===== src/rtl/alu_issue_stage.sv =====
// ID/EX issue stage: decodes RV32I R/I ALU ops, forwards from EX, and
// registers operands for the ALU behind a valid/ready pipeline register.
// Ports:
//   clk, rst             clock, sync active-high reset
//   flush_i              drop held and incoming instruction
//   in_valid_i/in_ready_o   upstream handshake
//   instr_i              instruction word
//   rs1_addr_o/rs2_addr_o   regfile read addresses (comb)
//   rs1_data_i/rs2_data_i   regfile read data
//   ex_wr_en_i/ex_rd_i/ex_res_i  EX forwarding source
//   out_valid_o/out_ready_i downstream handshake
//   a_o, b_o, op_o       ALU operands and opcode
//   rd_o, wr_en_o        destination and writeback enable
//   illegal_o            not a legal R/I ALU op
module alu_issue_stage #(
  parameter int DATA_WIDTH = 32,
  parameter int OP_WIDTH   = 4
) (
  input  logic                  clk,
  input  logic                  rst,
  input  logic                  flush_i,
  input  logic                  in_valid_i,
  output logic                  in_ready_o,
  input  logic [31:0]           instr_i,
  output logic [4:0]            rs1_addr_o,
  output logic [4:0]            rs2_addr_o,
  input  logic [DATA_WIDTH-1:0] rs1_data_i,
  input  logic [DATA_WIDTH-1:0] rs2_data_i,
  input  logic                  ex_wr_en_i,
  input  logic [4:0]            ex_rd_i,
  input  logic [DATA_WIDTH-1:0] ex_res_i,
  output logic                  out_valid_o,
  input  logic                  out_ready_i,
  output logic [DATA_WIDTH-1:0] a_o,
  output logic [DATA_WIDTH-1:0] b_o,
  output logic [OP_WIDTH-1:0]   op_o,
  output logic [4:0]            rd_o,
  output logic                  wr_en_o,
  output logic                  illegal_o
);

  localparam logic [6:0] OPC_R = 7'b0110011;
  localparam logic [6:0] OPC_I = 7'b0010011;

  localparam logic [6:0] F7_ZERO = 7'b0000000;
  localparam logic [6:0] F7_ALT  = 7'b0100000;

  localparam logic [OP_WIDTH-1:0] OP_ADD  = OP_WIDTH'(0);
  localparam logic [OP_WIDTH-1:0] OP_SUB  = OP_WIDTH'(1);
  localparam logic [OP_WIDTH-1:0] OP_SLL  = OP_WIDTH'(2);
  localparam logic [OP_WIDTH-1:0] OP_SLT  = OP_WIDTH'(3);
  localparam logic [OP_WIDTH-1:0] OP_SLTU = OP_WIDTH'(4);
  localparam logic [OP_WIDTH-1:0] OP_XOR  = OP_WIDTH'(5);
  localparam logic [OP_WIDTH-1:0] OP_SRL  = OP_WIDTH'(6);
  localparam logic [OP_WIDTH-1:0] OP_SRA  = OP_WIDTH'(7);
  localparam logic [OP_WIDTH-1:0] OP_OR   = OP_WIDTH'(8);
  localparam logic [OP_WIDTH-1:0] OP_AND  = OP_WIDTH'(9);

  logic [6:0] opcode;
  logic [2:0] funct3;
  logic [6:0] funct7;
  logic [4:0] rd_f;
  logic       is_r;
  logic       is_i;
  logic       f7_zero;
  logic       f7_alt;

  assign opcode  = instr_i[6:0];
  assign funct3  = instr_i[14:12];
  assign funct7  = instr_i[31:25];
  assign rd_f    = instr_i[11:7];
  assign is_r    = (opcode == OPC_R);
  assign is_i    = (opcode == OPC_I);
  assign f7_zero = (funct7 == F7_ZERO);
  assign f7_alt  = (funct7 == F7_ALT);

  assign rs1_addr_o = instr_i[19:15];
  assign rs2_addr_o = instr_i[24:20];

  logic [OP_WIDTH-1:0] op_dec;
  logic                legal;
  logic                shift;

  // Shifts carry funct7 in both formats; I-type non-shifts
  // reuse those bits as immediate, so funct7 is ignored there.
  always_comb begin
    op_dec = OP_ADD;
    legal  = 1'b0;
    shift  = 1'b0;
    unique case (1'b1)
      is_r: begin
        unique case (funct3)
          3'b000: begin
            op_dec = f7_alt ? OP_SUB : OP_ADD;
            legal  = f7_zero || f7_alt;
          end
          3'b001: begin
            op_dec = OP_SLL;
            legal  = f7_zero;
            shift  = 1'b1;
          end
          3'b010: begin
            op_dec = OP_SLT;
            legal  = f7_zero;
          end
          3'b011: begin
            op_dec = OP_SLTU;
            legal  = f7_zero;
          end
          3'b100: begin
            op_dec = OP_XOR;
            legal  = f7_zero;
          end
          3'b101: begin
            op_dec = f7_alt ? OP_SRA : OP_SRL;
            legal  = f7_zero || f7_alt;
            shift  = 1'b1;
          end
          3'b110: begin
            op_dec = OP_OR;
            legal  = f7_zero;
          end
          3'b111: begin
            op_dec = OP_AND;
            legal  = f7_zero;
          end
          default: ;
        endcase
      end
      is_i: begin
        unique case (funct3)
          3'b000: begin
            op_dec = OP_ADD;
            legal  = 1'b1;
          end
          3'b001: begin
            op_dec = OP_SLL;
            legal  = f7_zero;
            shift  = 1'b1;
          end
          3'b010: begin
            op_dec = OP_SLT;
            legal  = 1'b1;
          end
          3'b011: begin
            op_dec = OP_SLTU;
            legal  = 1'b1;
          end
          3'b100: begin
            op_dec = OP_XOR;
            legal  = 1'b1;
          end
          3'b101: begin
            op_dec = f7_alt ? OP_SRA : OP_SRL;
            legal  = f7_zero || f7_alt;
            shift  = 1'b1;
          end
          3'b110: begin
            op_dec = OP_OR;
            legal  = 1'b1;
          end
          3'b111: begin
            op_dec = OP_AND;
            legal  = 1'b1;
          end
          default: ;
        endcase
      end
      default: ;
    endcase
  end

  // x0 is never a forwarding match: its value is always zero.
  logic                  fwd1;
  logic                  fwd2;
  logic [DATA_WIDTH-1:0] rs1_val;
  logic [DATA_WIDTH-1:0] rs2_val;

  assign fwd1 = ex_wr_en_i && (ex_rd_i != 5'd0) &&
                (ex_rd_i == rs1_addr_o);
  assign fwd2 = ex_wr_en_i && (ex_rd_i != 5'd0) &&
                (ex_rd_i == rs2_addr_o);

  assign rs1_val = fwd1 ? ex_res_i : rs1_data_i;
  assign rs2_val = fwd2 ? ex_res_i : rs2_data_i;

  logic [DATA_WIDTH-1:0] imm_sext;
  logic [4:0]            shamt;

  assign imm_sext = {{(DATA_WIDTH-12){instr_i[31]}},
                     instr_i[31:20]};
  assign shamt    = is_r ? rs2_val[4:0] : instr_i[24:20];

  logic [DATA_WIDTH-1:0] a_d;
  logic [DATA_WIDTH-1:0] b_d;
  logic [OP_WIDTH-1:0]   op_d;
  logic [4:0]            rd_d;
  logic                  wr_en_d;
  logic                  illegal_d;

  always_comb begin
    a_d       = '0;
    b_d       = '0;
    op_d      = OP_ADD;
    rd_d      = rd_f;
    wr_en_d   = 1'b0;
    illegal_d = 1'b1;
    if (legal) begin
      a_d       = rs1_val;
      op_d      = op_dec;
      wr_en_d   = (rd_f != 5'd0);
      illegal_d = 1'b0;
      if (shift) begin
        b_d = {{(DATA_WIDTH-5){1'b0}}, shamt};
      end else if (is_r) begin
        b_d = rs2_val;
      end else begin
        b_d = imm_sext;
      end
    end
  end

  logic                  valid_q;
  logic                  valid_d;
  logic [DATA_WIDTH-1:0] a_q;
  logic [DATA_WIDTH-1:0] b_q;
  logic [OP_WIDTH-1:0]   op_q;
  logic [4:0]            rd_q;
  logic                  wr_en_q;
  logic                  illegal_q;
  logic                  load;
  logic                  capture;

  assign in_ready_o = !valid_q || out_ready_i;
  assign load       = in_valid_i && in_ready_o;
  assign capture    = load && !flush_i;

  always_comb begin
    valid_d = valid_q;
    if (flush_i) begin
      valid_d = 1'b0;
    end else if (load) begin
      valid_d = 1'b1;
    end else if (out_ready_i) begin
      valid_d = 1'b0;
    end
  end

  always_ff @(posedge clk) begin
    if (rst) begin
      valid_q   <= 1'b0;
      a_q       <= '0;
      b_q       <= '0;
      op_q      <= '0;
      rd_q      <= '0;
      wr_en_q   <= 1'b0;
      illegal_q <= 1'b0;
    end else begin
      valid_q <= valid_d;
      if (capture) begin
        a_q       <= a_d;
        b_q       <= b_d;
        op_q      <= op_d;
        rd_q      <= rd_d;
        wr_en_q   <= wr_en_d;
        illegal_q <= illegal_d;
      end
    end
  end

  assign out_valid_o = valid_q;
  assign a_o         = a_q;
  assign b_o         = b_q;
  assign op_o        = op_q;
  assign rd_o        = rd_q;
  assign wr_en_o     = wr_en_q;
  assign illegal_o   = illegal_q;

endmodule


===== config.mk =====
export PLATFORM = sky130hd
export DESIGN_NAME = alu_issue_stage
export DESIGN_NICKNAME = d
export VERILOG_FILES = /design/src/rtl/alu_issue_stage.sv
export SDC_FILE = /design/constraint.sdc
export NUM_CORES = 1
export LEC_CHECK = 0
export BUFFER_PORTS_ARGS = -buffer_cell sky130_fd_sc_hd__buf_2
export CAP_MARGIN = 10
export CORE_MARGIN = 1.5
export CORE_UTILIZATION = 35
export DETAILED_ROUTE_END_ITERATION = 8
export PLACE_DENSITY = 0.67
export SYNTH_ARGS = -nofsm -noshare
export SYNTH_HDL_FRONTEND = slang
export SYNTH_SLANG_ARGS = --single-unit

===== constraint.sdc =====
create_clock -name clk -period 4.4 [get_ports clk]
set_input_delay 0.44 -clock clk [delete_from_list [all_inputs] [get_ports clk]]
set_output_delay 0.44 -clock clk [all_outputs]
set_load 0.005 [all_outputs]

==> results of run 1 <==
## metrics by stage
| step | total power, mW | util [%] | worst slack (ns) |
|---|---|---|---|
| floorplan | 0.799 | - | 2.42 |
| global placement | 0.898 | 47.6 | 1.26 |
| detailed placement | 0.901 | 47.6 | 1.16 |
| CTS | 1.48 | 49.6 | 1.54 |
| global route | 1.53 | 49.7 | 1.35 |
| finish | 1.46 | 49.7 | 1.54 |
## cell usage after synthesis, drive strengths merged
master / instances
a2111oi: 1
a211oi: 29
a21oi: 10
a221oi: 1
a22oi: 1
and2: 2
and3: 2
and4bb: 1
buf: 21
clkbuf: 25
dfxtp: 76
inv: 29
mux2: 1
mux2i: 32
nand2: 86
nand2b: 3
nand3: 10
nand3b: 2
nand4: 2
nor2: 16
nor2b: 4
nor3: 1
nor4: 33
o211ai: 2
o21ai: 61
o221ai: 1
o31ai: 14
or3: 2
or4: 2
xnor2: 8
xor2: 2
## layer usage
layer / GRT usage (%) / vias up / share of wire [%]
li1: - / 2078 / -
met1: 25.9 / 1906 / 42
met2: 37.8 / 182 / 49
met3: 5.15 / 21 / 8.2
met4: 7.61 / 0 / 1.7
met5: 0 / - / 0
## placed cells by master (no fill, tap or decap), types with 3 or more instances in the layout
cell,n
buf_2,225
mux2i_1,32
xnor2_1,8
inv_1,29
nor2_1,15
clkbuf_8,9
a211oi_1,28
dfxtp_1,76
nor2b_1,4
buf_4,8
nand2_1,86
nand2b_1,3
nand3_1,10
o21ai_1,59
nor4_1,31
a21oi_1,10
o31ai_1,14
## kinds of logic after synthesis
group           count (synthesis)  synth area share, %
simple gates                  166                 21.0
mux                            33                 8.67
xor+xnor                       10                 2.29
flops                          76                 39.8
buf+inv                        75                 9.00
compound gates                120                 19.3
## registers in the layout, indices dropped and copies added (netlist names)
register and flops:
out_valid_o 1, rd_o 5, illegal_o 1, a_o 32, wr_en_o 1, op_o 4
b_o 32
## path summary, 6_finish.rpt
path                                    end  slack, ns
worst max-delay path                 b_o[0]       1.54
worst min-delay path            out_valid_o       0.26
worst max register to register      a_o[19]       2.17
worst min register to register      wr_en_o       0.45
## where the power goes
group	internal, mW	switching [mW]	leakage (nW)	total (mW)
clock network	0.315	0.260	0.102	0.574
logic	0.0820	0.111	1.65	0.193
registers	0.690	0.00156	0.613	0.692
total	1.09	0.373	2.37	1.46
## critical path: stages
cell and delay (ns):
buf_2 0.12, or4_1 0.58, o21ai_4 0.34, buf_4 0.36, or3_1 0.61, buf_4 0.33, a21oi_1 0.10, o31ai_1 0.23
## area by class of cell
class	count	area, sq um	share of cell area (%)
multi-input combinational	329	1990	38.3
sequential	76	1520	29.3
timing repair buffer	234	1200	23.1
tap	136	170	3.27
clock buffer	10	128	2.45
inverter	29	109	2.09
clock inverter	5	77.6	1.49
==> impl_metrics.env, run 1 <==
export IMPL_synth_fp_nets=619
export IMPL_setup_viol=0
export IMPL_grt_pass1_wl_um=19600
export IMPL_die_height_um=108
export IMPL_grt_pass1_vias=4072
export IMPL_crit_path_start_kind="input port"
export IMPL_max_slew_worst_pin_slew_ns=0.877
export IMPL_drive_gt1_share_pct=37.5
export IMPL_place_gp_congestion=0.841
export IMPL_grt_max_degree=38
export IMPL_nFillCells=1071
export IMPL_rr_startpoint="out_valid_o"
export IMPL_rsz0062_at_grt="no"
export IMPL_nets=818
export IMPL_cts_hold_buf=0
export IMPL_ys_types=37
export IMPL_synth_avg_cell_area_sq_um=7.97
export IMPL_synth_area_sq_um=3820
export IMPL_ctsResizeCount=0
export IMPL_drc=0
export IMPL_critPathArrivalTime_ns=3.12
export IMPL_cts_tree="yes"
export IMPL_synth_cells=480
export IMPL_clk_latency_ns=0.35
export IMPL_outcome="complete, no violations"
export IMPL_cts_buffer_depth=2
export IMPL_post_drt_wl_per_cell_um=15.3
export IMPL_core_area_sq_um=10500
export IMPL_io_buffer_count=225
export IMPL_die_area_sq_um=11600
export IMPL_dp_cells=803
export IMPL_p_per_area_nw_per_um2=281
export IMPL_initial_core_util_pct=36.5
export IMPL_irDropWorstVdd_v=0.000142
export IMPL_holdCritStartpoint="flush_i"
export IMPL_max_freq_mhz=350
export IMPL_crit_required_ns=4.66
export IMPL_track_usage_pct=21.7
export IMPL_vias_per_cell=5.11
export IMPL_cp_max_fo=24
export IMPL_dr_total_vias=4187
export IMPL_clock_skew_ns=0.00382
export IMPL_period_needed_ns=2.86
export IMPL_cts_made_buffers=9
export IMPL_die_width_um=108
export IMPL_std_cell_rows=37
export IMPL_first_pass_iters=4
export IMPL_leakagePower_nw=2.37
export IMPL_clkTransAtPathRegs_ns=0.08
export IMPL_cts_setup_buffers=0
export IMPL_synth_largest_area_cell="dfxtp_1"
export IMPL_ant_nets=0
export IMPL_final_cells=819
export IMPL_post_dp_cell_area_sq_um=4980
export IMPL_holdWs_ns=0.262
export IMPL_yosys_warnings=0
export IMPL_finalHoldViolations=0
export IMPL_worstSetupPathType="input port to flop"
export IMPL_antenna_found_initial=0
export IMPL_clock_root_buffer="clkbuf_8"
export IMPL_endpoint_kind="flop"
export IMPL_finalInstanceArea_sq_um=5200
export IMPL_relSlewSlack_pct=41.1
export IMPL_drt_first_iter_violations=170
export IMPL_synth_seq_area_share_pct=39.8
export IMPL_hold_class="input port to flop"
export IMPL_overflow=0
export IMPL_drv_cap=0
export IMPL_wl_um=12600
export IMPL_diodes=0
export IMPL_area_growth_pct=36.0
export IMPL_h_tree_depth=3
export IMPL_fin_crit_sh_pct=65.0
export IMPL_synth_top_area_share_pct=39.8
export IMPL_slew_violations=0
export IMPL_startpoint="ex_rd_i[1]"
export IMPL_cts_sink_count=76
export IMPL_ios=226
export IMPL_ys_ff_latch=76
export IMPL_tns_ns=0
export IMPL_r2r_cells=6
export IMPL_place_hpwl_um=9600
export IMPL_synth_area_leaders="dfxtp_1 40%, nand2_1 8.4%, mux2i_1 8.4%"
export IMPL_hold_depth=2
(Power assumes the default switching activity.)
==> run 2: changes to the inputs <==
--- a/config.mk
+++ b/config.mk
@@ -10,7 +10,7 @@
 export CORE_MARGIN = 1.5
 export CORE_UTILIZATION = 35
 export DETAILED_ROUTE_END_ITERATION = 8
-export PLACE_DENSITY = 0.67
+export PLACE_DENSITY = 0.69
 export SYNTH_ARGS = -nofsm -noshare
 export SYNTH_HDL_FRONTEND = slang
 export SYNTH_SLANG_ARGS = --single-unit
==> constraint.sdc (replaced) <==
create_clock -name clk -period 2.5 [get_ports clk]
set_input_delay 0.25 -clock clk [delete_from_list [all_inputs] [get_ports clk]]
set_output_delay 0.25 -clock clk [all_outputs]
set_load 0.005 [all_outputs]
==> impl_metrics.env, run 2 (synthesis results as in run 1) <==
export IMPL_drv_cap=0
export IMPL_p_switching_uw=651
export IMPL_cts_made_buffers=9
export IMPL_r2r_cells=7
export IMPL_track_usage_pct=22.0
export IMPL_place_gp_congestion=0.809
export IMPL_swShare_pct=26.4
export IMPL_first_pass_iters=4
export IMPL_antenna_found_initial=1
export IMPL_clock_root_buffer="clkbuf_8"
export IMPL_power_internal_mw=1.82
export IMPL_p_comb_share_pct=14.2
export IMPL_dp_cells=810
export IMPL_vias_per_cell=5.19
export IMPL_met3_usage_pct=4.96
export IMPL_area_growth_pct=37.1
export IMPL_endpoint_kind="flop"
export IMPL_clock_skew_ns=0.00758
export IMPL_cts_hold_buf=0
export IMPL_nets=824
export IMPL_fin_crit_sh_pct=85.2
export IMPL_outcome="complete, no violations"
export IMPL_std_cell_rows=37
export IMPL_hold_class="input port to flop"
export IMPL_cp_max_fo=26
export IMPL_leakagePower_nw=2.39
export IMPL_max_slew_worst_pin_slew_ns=0.943
export IMPL_cts_setup_buffers=0
export IMPL_crit_required_ns=2.73
export IMPL_met1_usage_pct=27.4
export IMPL_crit_path_frequent_cell="buf_4"
export IMPL_startpoint="out_valid_o"
export IMPL_ant_nets=0
export IMPL_cts_buffer_depth=2
export IMPL_p_per_area_nw_per_um2=471
export IMPL_rr_startpoint="out_valid_o"
export IMPL_h_tree_depth=3
export IMPL_wl_um=12900
export IMPL_power_frac_clock_pct=36.5
export IMPL_die_width_um=108
export IMPL_r2r_slack_ns=0.37
export IMPL_cts_tree="yes"
export IMPL_grt_pass1_wl_um=20000
export IMPL_ios=226
export IMPL_post_drt_wl_per_cell_um=15.6
export IMPL_core_area_sq_um=10500
export IMPL_critPathArrivalTime_ns=2.36
export IMPL_top_usage_layer="met2"
export IMPL_seq_power_share_pct=49.3
export IMPL_place_hpwl_um=9640
export IMPL_max_freq_mhz=469
export IMPL_grt_pass1_vias=4118
export IMPL_endpoint="op_o[1]"
export IMPL_nFillCells=1047
export IMPL_rsz0062_at_grt="no"
export IMPL_pre_cts_ws_ns=0.157
export IMPL_period_needed_ns=2.13
export IMPL_drc=0
export IMPL_final_cell_mix="225 x buf_2, 86 x nand2_1, 76 x dfxtp_1"
export IMPL_die_area_sq_um=11600
export IMPL_ctsResizeCount=0
export IMPL_slowest_stage="a211oi_4"
export IMPL_final_common_cell="buf_2"
export IMPL_cts_sink_count=76
export IMPL_cpPeakStageDelay_ns=0.65
export IMPL_p_total_mw=2.47
export IMPL_met2_usage_pct=36.9
export IMPL_rr_endpoint="op_o[1]"
export IMPL_holdWs_ns=0.0743
export IMPL_crit_path_start_kind="flop"
export IMPL_clkTransAtPathRegs_ns=0.08
export IMPL_setup_slack_ns=0.370
export IMPL_final_cells=826
export IMPL_die_height_um=108
export IMPL_drt_first_iter_violations=175
export IMPL_relSlewSlack_pct=36.7
export IMPL_overflow=0
export IMPL_setup_viol=0
export IMPL_grt_max_degree=40
export IMPL_finalHoldViolations=0
export IMPL_hold_depth=2
export IMPL_slew_violations=0
export IMPL_crit_chain="nand2b_1 > nand2_1 > nor4_1 > buf_4 > a211oi_4 > buf_4 > o21ai_1"
export IMPL_worstSetupPathType="flop to flop"
export IMPL_io_buffer_count=225
export IMPL_clk_latency_ns=0.35
export IMPL_drive_gt1_share_pct=38.0
export IMPL_dr_total_vias=4291
export IMPL_tns_ns=0
export IMPL_irDropWorstVdd_v=0.000313
export IMPL_initial_core_util_pct=36.5
## run 2: changes by cell type in the layout (fill, tap and decap cells not counted), sizes merged
cell      before  now
clkinv         2    4
bufinv         2    1
buf          234  240
clkinvlp       1    0
diode          0    1
## run 2: routing by layer
layer / vias to the layer above / part of all wire [%]
met1: 1972 / 42
met5: - / 0
li1: 2096 / -
met3: 17 / 8.4
met4: 0 / 1.9
met2: 206 / 48
## run 2: worst min-delay path by stage
stage	to	startpoint	slack, ns
after floorplan	out_valid_o	flush_i	0.32
after global placement	out_valid_o	flush_i	0.43
after detailed placement	out_valid_o	flush_i	0.44
after CTS	out_valid_o	flush_i	0.05
after global routing	out_valid_o	flush_i	0.07
final	out_valid_o	flush_i	0.07
## run 2: area by class of cell
class	instances	area (sq um)	area share (%)
inverters	29	109	2.08
multi-input cells	329	1990	38.0
clock inverters	5	53.8	1.03
well taps	136	170	3.25
diodes	1	2.50	0.0477
clock buffers	10	128	2.43
flip-flops and latches	76	1520	29.0
repair buffers	240	1260	24.1
## run 2: critical path: cells and delay by family, from the launching register on
kind | cells | cell delay (ns)
buffers and inverters | 2 | 0.59
AND/OR/NAND/NOR | 3 | 0.29
AO/OA/AOI/OAI | 2 | 0.78
flip-flops | 1 | 0.34
## run 2: through the flow
step                instance area (sq um)  util [%]
global placement                     5060      48.3
CTS                                  5240      50.1
finish                               5240      50.1
detailed placement                   5060      48.3
floorplan                            3820         -
global route                         5240      50.1
## run 2: power by group through the flow
stage	Clock, mW	Combinational [mW]	Sequential (mW)
floorplan	0	0.160	1.25
global placement	0	0.342	1.25
detailed placement	0	0.346	1.25
CTS	0.932	0.348	1.22
global route	0.975	0.383	1.22
finish	0.901	0.350	1.22
==> run 3: changes to the inputs <==
--- a/config.mk
+++ b/config.mk
@@ -10,7 +10,8 @@
 export CORE_MARGIN = 1.5
 export CORE_UTILIZATION = 35
 export DETAILED_ROUTE_END_ITERATION = 8
-export PLACE_DENSITY = 0.69
+export GPL_TIMING_DRIVEN = 0
+export PLACE_DENSITY = 0.67
 export SYNTH_ARGS = -nofsm -noshare
 export SYNTH_HDL_FRONTEND = slang
 export SYNTH_SLANG_ARGS = --single-unit
==> constraint.sdc (replaced) <==
create_clock -name clk -period 2.57 [get_ports clk]
set_input_delay 0.257 -clock clk [delete_from_list [all_inputs] [get_ports clk]]
set_output_delay 0.257 -clock clk [all_outputs]
set_load 0.005 [all_outputs]
==> impl_metrics.env, run 3 (synthesis results as in run 1) <==
export IMPL_outcome="complete, no violations"
export IMPL_dr_total_vias=4365
export IMPL_cts_sink_count=76
export IMPL_setup_viol=0
export IMPL_die_height_um=108
export IMPL_cts_setup_buffers=0
export IMPL_post_route_util_pct=51.1
export IMPL_period_needed_ns=2.35
export IMPL_cts_buffer_depth=2
export IMPL_std_cell_rows=37
export IMPL_endpoint_kind="flop"
export IMPL_slowest_stage="a211oi_2"
export IMPL_die_area_sq_um=11600
export IMPL_final_cell_mix="233 x buf_2, 86 x nand2_1, 76 x dfxtp_1"
export IMPL_cts_hold_buf=0
export IMPL_dp_cells=841
export IMPL_io_buffer_count=225
export IMPL_leakagePower_nw=2.45
export IMPL_vias_per_cell=5.09
export IMPL_ctsResizeCount=1
export IMPL_cts_made_buffers=9
export IMPL_cp_max_fo=10
export IMPL_final_cells=857
export IMPL_clkTransAtPathRegs_ns=0.08
export IMPL_p_total_mw=2.53
export IMPL_hold_class="input port to flop"
export IMPL_max_freq_mhz=426
export IMPL_ios=226
export IMPL_h_tree_depth=3
export IMPL_drc=0
export IMPL_initial_core_util_pct=36.5
export IMPL_antenna_found_initial=0
export IMPL_clk_latency_ns=0.35
export IMPL_fin_crit_sh_pct=91.4
export IMPL_core_area_sq_um=10500
export IMPL_crit_path_start_kind="flop"
export IMPL_cpPeakStageDelay_ns=0.63
export IMPL_place_hpwl_um=10800
export IMPL_post_drt_wl_per_cell_um=16.1
export IMPL_first_pass_iters=4
export IMPL_critPathArrivalTime_ns=2.55
export IMPL_finalHoldViolations=0
export IMPL_nets=855
export IMPL_cts_tree="yes"
export IMPL_max_slew_worst_pin_slew_ns=0.711
export IMPL_overflow=0
export IMPL_grt_pass1_vias=4264
export IMPL_worstSetupPathType="flop to flop"
export IMPL_clock_skew_ns=0.00724
export IMPL_wl_um=13800
export IMPL_p_per_area_nw_per_um2=474
export IMPL_final_common_cell="buf_2"
export IMPL_drive_gt1_share_pct=37.3
export IMPL_clock_root_buffer="clkbuf_8"
export IMPL_diodes=0
export IMPL_rsz0062_at_grt="no"
export IMPL_crit_required_ns=2.77
export IMPL_holdWs_ns=0.0812
export IMPL_grt_pass1_wl_um=21000
export IMPL_drv_cap=0
export IMPL_ant_nets=0
export IMPL_die_width_um=108
export IMPL_crit_chain="nand2b_1 > nand2_1 > nor4_1 > a211oi_2 > clkbuf_1 > o21ai_1"
export IMPL_place_gp_congestion=0.902
export IMPL_drt_first_iter_violations=194
export IMPL_area_growth_pct=39.8
export IMPL_tns_ns=0
export IMPL_grt_max_degree=13
export IMPL_irDropWorstVdd_v=0.000220
export IMPL_track_usage_pct=23.5
export IMPL_slew_violations=0
export IMPL_relSlewSlack_pct=52.6
-- run 3: final cells by class --
| cell class | count | area [sq um] |
|---|---|---|
| timing repair buffer | 225 | 1130 |
| sequential | 76 | 1520 |
| inverter | 29 | 109 |
| multi-input combinational | 329 | 1960 |
| tap | 136 | 170 |
| buffer | 46 | 235 |
| clock buffer | 13 | 179 |
| clock inverter | 3 | 42.5 |
| fill | 1069 | 5120 |
-- run 3: path summary, 6_finish.rpt --
check,start,to,slack [ns],cells past startpoint
worst max-delay path,out_valid_o,a_o[8],0.22,6
worst min-delay path,flush_i,out_valid_o,0.08,2
worst max register to register,out_valid_o,a_o[8],0.22,6
worst min register to register,b_o[11],b_o[11],0.45,2
-- run 3: critical path, delay by kind of cell, from the launching register on --
family / cells / cell delay, ns
compound gates: 2 / 0.79
buf+inv: 1 / 0.59
simple gates: 3 / 0.50
flops: 1 / 0.33
-- run 3: through the flow --
step / worst slack [ns] / cell area (sq um)
CTS: 0.163 / 5350
global placement: -0.318 / 5120
finish: 0.221 / 5350
global route: 0.0457 / 5350
detailed placement: -0.314 / 5120
floorplan: 0.777 / 3820
-- run 3: report_power, final --
| part | internal [mW] | switching, mW | leakage (nW) |
|---|---|---|---|
| sequential | 1.18 | 0.00228 | 0.613 |
| clock | 0.554 | 0.444 | 0.112 |
| combinational | 0.152 | 0.201 | 1.72 |
| total | 1.89 | 0.647 | 2.45 |
-- run 3: metal layers --
layer | vias up | global-route usage [%] | wire length [um]
li1 | 2152 | - | -
met1 | 2007 | 27.9 | 5800
met2 | 191 | 42.2 | 6770
met3 | 15 | 4.72 | 1050
met4 | 0 | 7.42 | 178
met5 | - | 0 | 0
